**config.mk**
```make
export PLATFORM = sky130hd
export DESIGN_NAME = mpy_ctrl
export DESIGN_NICKNAME = d
export VERILOG_FILES = /design/src/rtl/mpy_pkg.sv /design/src/rtl/settle_cnt.sv /design/src/rtl/mpy_ctrl.sv
export SDC_FILE = /design/constraint.sdc
export NUM_CORES = 1
export LEC_CHECK = 0
export ABC_CLOCK_PERIOD_IN_PS = 4100
export CAP_MARGIN = 40
export CELL_PAD_IN_SITES_DETAIL_PLACEMENT = 1
export CELL_PAD_IN_SITES_GLOBAL_PLACEMENT = 1
export CORE_AREA = 2 2 78 80
export DETAILED_ROUTE_END_ITERATION = 7
export DIE_AREA = 0 0 80 82
export HOLD_SLACK_MARGIN = 0.03
export PLACE_DENSITY = 0.81
export SYNTH_ARGS = -nofsm -noshare
export SYNTH_HDL_FRONTEND = slang
export SYNTH_SLANG_ARGS = --single-unit
export TNS_END_PERCENT = 10
```
**constraint.sdc**
```tcl
create_clock -name clk -period 4.1 [get_ports clk]
set_input_delay 1.23 -clock clk [delete_from_list [all_inputs] [get_ports clk]]
set_output_delay 1.23 -clock clk [all_outputs]
set_load 0.01 [all_outputs]
```
**src/rtl/mpy_pkg.sv**
```systemverilog
// mpy_pkg: shared widths, default settle depth and FSM states for mpy_ctrl
package mpy_pkg;
  localparam int OPW = 4;
  localparam int PW = 8;
  localparam int ACCW = 12;
  localparam int SETTLE_DEF = 12;
  typedef enum logic [1:0] {S_IDLE, S_SETTLE, S_DONE} state_e;
endpackage

```
**src/rtl/settle_cnt.sv**
```systemverilog
// settle_cnt: loadable down-counter with enable and zero flag
module settle_cnt #(
  parameter int W = 8
) (
  input  logic         clk,
  input  logic         rst_n,
  input  logic         load_i,
  input  logic         en_i,
  input  logic [W-1:0] load_val_i,
  output logic         zero_o
);
  logic [W-1:0] cnt_q, cnt_d;
  always_comb cnt_d = load_i ? load_val_i : (en_i && cnt_q != '0) ? cnt_q - 1'b1 : cnt_q;
  always_ff @(posedge clk or negedge rst_n)
    if (!rst_n) cnt_q <= '0;
    else cnt_q <= cnt_d;
  assign zero_o = cnt_q == '0;
endmodule

```
**src/rtl/mpy_ctrl.sv**
```systemverilog
// mpy_ctrl: operand sequencer and product/accumulator capture around the MPY array multiplier
module mpy_ctrl import mpy_pkg::*; #(
  parameter int SETTLE = SETTLE_DEF
) (
  input  logic            clk,
  input  logic            rst_n,
  input  logic            in_valid,
  output logic            in_ready,
  input  logic [OPW-1:0]  a_in,
  input  logic [OPW-1:0]  b_in,
  output logic [OPW-1:0]  mpy_a,
  output logic [OPW-1:0]  mpy_b,
  input  logic [PW-1:0]   mpy_p,
  output logic            out_valid,
  input  logic            out_ready,
  output logic [PW-1:0]   prod,
  output logic [ACCW-1:0] acc,
  input  logic            acc_clr
);
  state_e state_q, state_d;
  logic [OPW-1:0] a_q, a_d, b_q, b_d;
  logic [PW-1:0] prod_q, prod_d;
  logic [ACCW-1:0] acc_q, acc_d;
  logic rdy_q, rdy_d, take, cap, cnt_zero;
  assign take = state_q == S_IDLE && rdy_q && in_valid;
  assign cap = state_q == S_SETTLE && cnt_zero;
  settle_cnt #(.W(8)) u_cnt (
    .clk        (clk),
    .rst_n      (rst_n),
    .load_i     (take),
    .en_i       (state_q == S_SETTLE),
    .load_val_i (8'(SETTLE - 1)),
    .zero_o     (cnt_zero)
  );
  // clear is applied before the capture add so a colliding clear keeps only the new product
  always_comb begin
    state_d = take ? S_SETTLE : cap ? S_DONE : (state_q == S_DONE && out_ready) ? S_IDLE : state_q;
    a_d = take ? a_in : a_q;
    b_d = take ? b_in : b_q;
    prod_d = cap ? mpy_p : prod_q;
    acc_d = (acc_clr ? '0 : acc_q) + (cap ? ACCW'(mpy_p) : '0);
    rdy_d = state_d == S_IDLE;
  end
  always_ff @(posedge clk or negedge rst_n)
    if (!rst_n) begin
      state_q <= S_IDLE;
      a_q <= '0;
      b_q <= '0;
      prod_q <= '0;
      acc_q <= '0;
      rdy_q <= 1'b0;
    end else begin
      state_q <= state_d;
      a_q <= a_d;
      b_q <= b_d;
      prod_q <= prod_d;
      acc_q <= acc_d;
      rdy_q <= rdy_d;
    end
  assign in_ready = rdy_q;
  assign out_valid = state_q == S_DONE;
  assign mpy_a = a_q;
  assign mpy_b = b_q;
  assign prod = prod_q;
  assign acc = acc_q;
endmodule

```
==> out/qor.txt <==
Req. time, crit path: 4330 ps
synth warn: 0
Crit Path Category: register to register
launch point of the worst reg-to-reg path: u_cnt.cnt_q[0]
capturing point of the worst reg2reg path: acc[9]
Leak: 0.001304 uW
RSZ-0062 raised after global routing: false
Num CTS Buffers: 5
PwrDens: 527.5 nW/um^2
ANT nets after route: 0
antenna violations before repair: 0
Core Util, Final: 48.39%
core area: 5746 um^2
critical path arrival: 3770 ps
Max stage delay on crit path: 630 ps
HP Start: mpy_b[1]
largest area contributor in the synthesized netlist: dfrtp_1
Max stage delay cell, worst path: or4b_1
max-slew violations: 0
fmax: 0.2823 GHz
initial drt markers: 79
Die Ht: 82 um
vias in the first global route: 1696
Post-CTS Hold Buffers: 0
DRC errors left: 0
worst-margin pin slew: 548.1 ps
layout cell share with drive strength beyond 1: 11.45%
Area Growth Syn to Fin: 34.10%
Total GRT Usage: 16.51%
Die ar.: 6560 um^2
Hold Path Cell Cnt: 2
overall power: 1467 uW
mapped cell area: 2073 um^2
Worst path most repeated cell: ha_1
Final Hold Fails: 0
status: completed
Final Cell Area: 2780 um^2
H-tree levels: 2
slew margin rel.: 63.46%
TritonRoute pass-1 iters: 4
Clock Latency Late Sink: 300 ps
crit-path max FO: 9
Sink Count: 39
Critical Path Start Type: register
setup ws final: 558.3 ps
nets: 293
Worst path top cell family by delay: simple AND/OR/NAND/NOR gates
first-pass GRT wire length: 8.280 mm
DRT Wirelength: 5.015 mm
Wirelength per Cell: 14.88 um
Min-Delay Path Class: register to register
synthesized net count: 241
fin crit share: 86.38%
pre-CTS WS: 483.7 ps
clock root buffer: clkbuf_8
Buf/Inv on CP: 1
Initial Util: 36.08%
n_diodes: 0
Post-Syn Area per Cell: 9.920 um^2
CTS tree: done
synth top area cells: dfrtp_1 (47%), ha_1 (6.0%), nand2_1 (5.8%)
Distinct cells, synth: 38
Worst setup EP type: register
total number of vias: 1682
WHS Endpoint: mpy_b[1]
DPL Wire Length: 3.900 mm
max-cap violation count: 0
commonest non-fill, non-tap cell in the layout: clkdlybuf4s50_1
Tmin final: 3542 ps
setup tns final: 0 ps
Clock Path Buffers: 2
I/O pins: 51
Synth top area share: 47.07%
Clock Skew: 6.274 ps
GR Overflow Total: 0
worst r2r path cells: 10
Clk pin slew, worst setup/hold paths: 80 ps
largest net degree at the start of global routing: 22
placer congestion estimate: 0.7709
drt via density: 4.991
# Post-CTS Setup Buffers: 0
setup slack, reg-to-reg: 560 ps
cell breakdown of the critical path: inv_1 > ha_1 > or4b_1 > nor4b_4 > and2_2 > ha_1 > a211oi_1 > o211ai_1 > a2111oi_0 > nand3b_1
FP Rows: 28
post_cts resized: 0
worst IR drop on VDD: 0.0001994 V
placed cell area: 2663 um^2
final setup vio count: 0
Synth Instances: 209
register bit total from synthesis: 39
most frequent cells in the layout: clkdlybuf4s50_1 (49), dfrtp_1 (39), nand2_1 (32)
register area share after synthesis: 47.07%
Port Buffers: 50
die extent in x: 80 um
through the flow:
stage          instances  hold slack, ps
4_1_cts              337           484.9
6_report             337           479.6
3_5_place_dp         329           464.8
3_3_place_gp         328           456.9
5_1_grt              337           507.3
2_1_floorplan        209           500.3
logic make-up after synthesis:
family          Yosys count  share of synthesized area [%]
compound gates           42                          14.36
xor+xnor                 13                          5.492
fa+ha+maj                11                          7.001
buf+inv                  12                          2.595
flops                    39                          47.07
mux                       1                         0.5431
simple gates             91                          22.93
power breakdown:
part / internal, uW / switching [uW]
Clock: 197 / 139
Sequential: 506 / 106
Combinational: 280 / 238
synthesized netlist by cell type:
cell type,count
a21boi_0,1
xor2_1,9
mux2_2,1
clkbuf_1,5
inv_1,5
dfrtp_1,39
o211ai_1,7
o2111ai_1,2
buf_2,1
nor2_1,17
a311oi_1,1
nand2b_1,2
nor4b_1,1
nand4_1,2
buf_6,1
nand3_1,5
o21ai_0,5
a211oi_1,4
ha_1,10
and3_1,1
fa_1,1
or4b_1,1
nor4_1,2
nand3b_1,2
o21bai_1,1
or3_1,1
a21oi_1,8
nor2b_1,11
nor3_1,3
and2_2,8
xnor2_1,4
a21o_1,4
a21o_2,8
a2111oi_0,1
nand2_2,1
nand4b_1,1
nor4b_4,1
nand2_1,32
how the worst max path moves through the flow:
stage,from,cells after the start,endpoint,slack [ps]
2_1_floorplan,acc_clr,8,acc[10],920
3_3_place_gp,acc_clr,8,acc[10],570
3_5_place_dp,u_cnt.cnt_q[0],10,acc[7],480
4_1_cts,u_cnt.cnt_q[0],10,acc[7],470
5_1_grt,u_cnt.cnt_q[0],10,acc[9],150
6_report,u_cnt.cnt_q[0],10,acc[9],560
tightest hold or removal path: cells and delay by family (launching register included):
| family | cells | cell delay, ps |
|---|---|---|
| and+or+nand+nor | 2 | 110 |
| DFF | 1 | 350 |
flip-flops by register name, indices dropped and copies added (netlist names):
| register | count |
|---|---|
| in_ready | 1 |
| u_cnt.cnt_q | 8 |
| acc | 12 |
| state_q | 2 |
| mpy_b | 4 |
| mpy_a | 4 |
| prod | 8 |
area by class of cell:
class                           count  area (um^2)
Clock buffer                        6        82.58
Clock inverter                      2        35.03
Fill cell                         675         2965
Inverter                            5        18.77
Multi-Input combinational cell    158         1044
Sequential cell                    39        975.9
Tap cell                           75        93.84
Timing Repair Buffer               52        530.5
routing by layer:
layer	global-route usage [%]	vias up	wire length, um
met2	27.92	40	2484
met4	5.085	0	81
met3	3.846	9	237
met5	0	-	0
met1	21.04	807	2211
li1	-	826	-
Power figures use the tool's default switching activity.
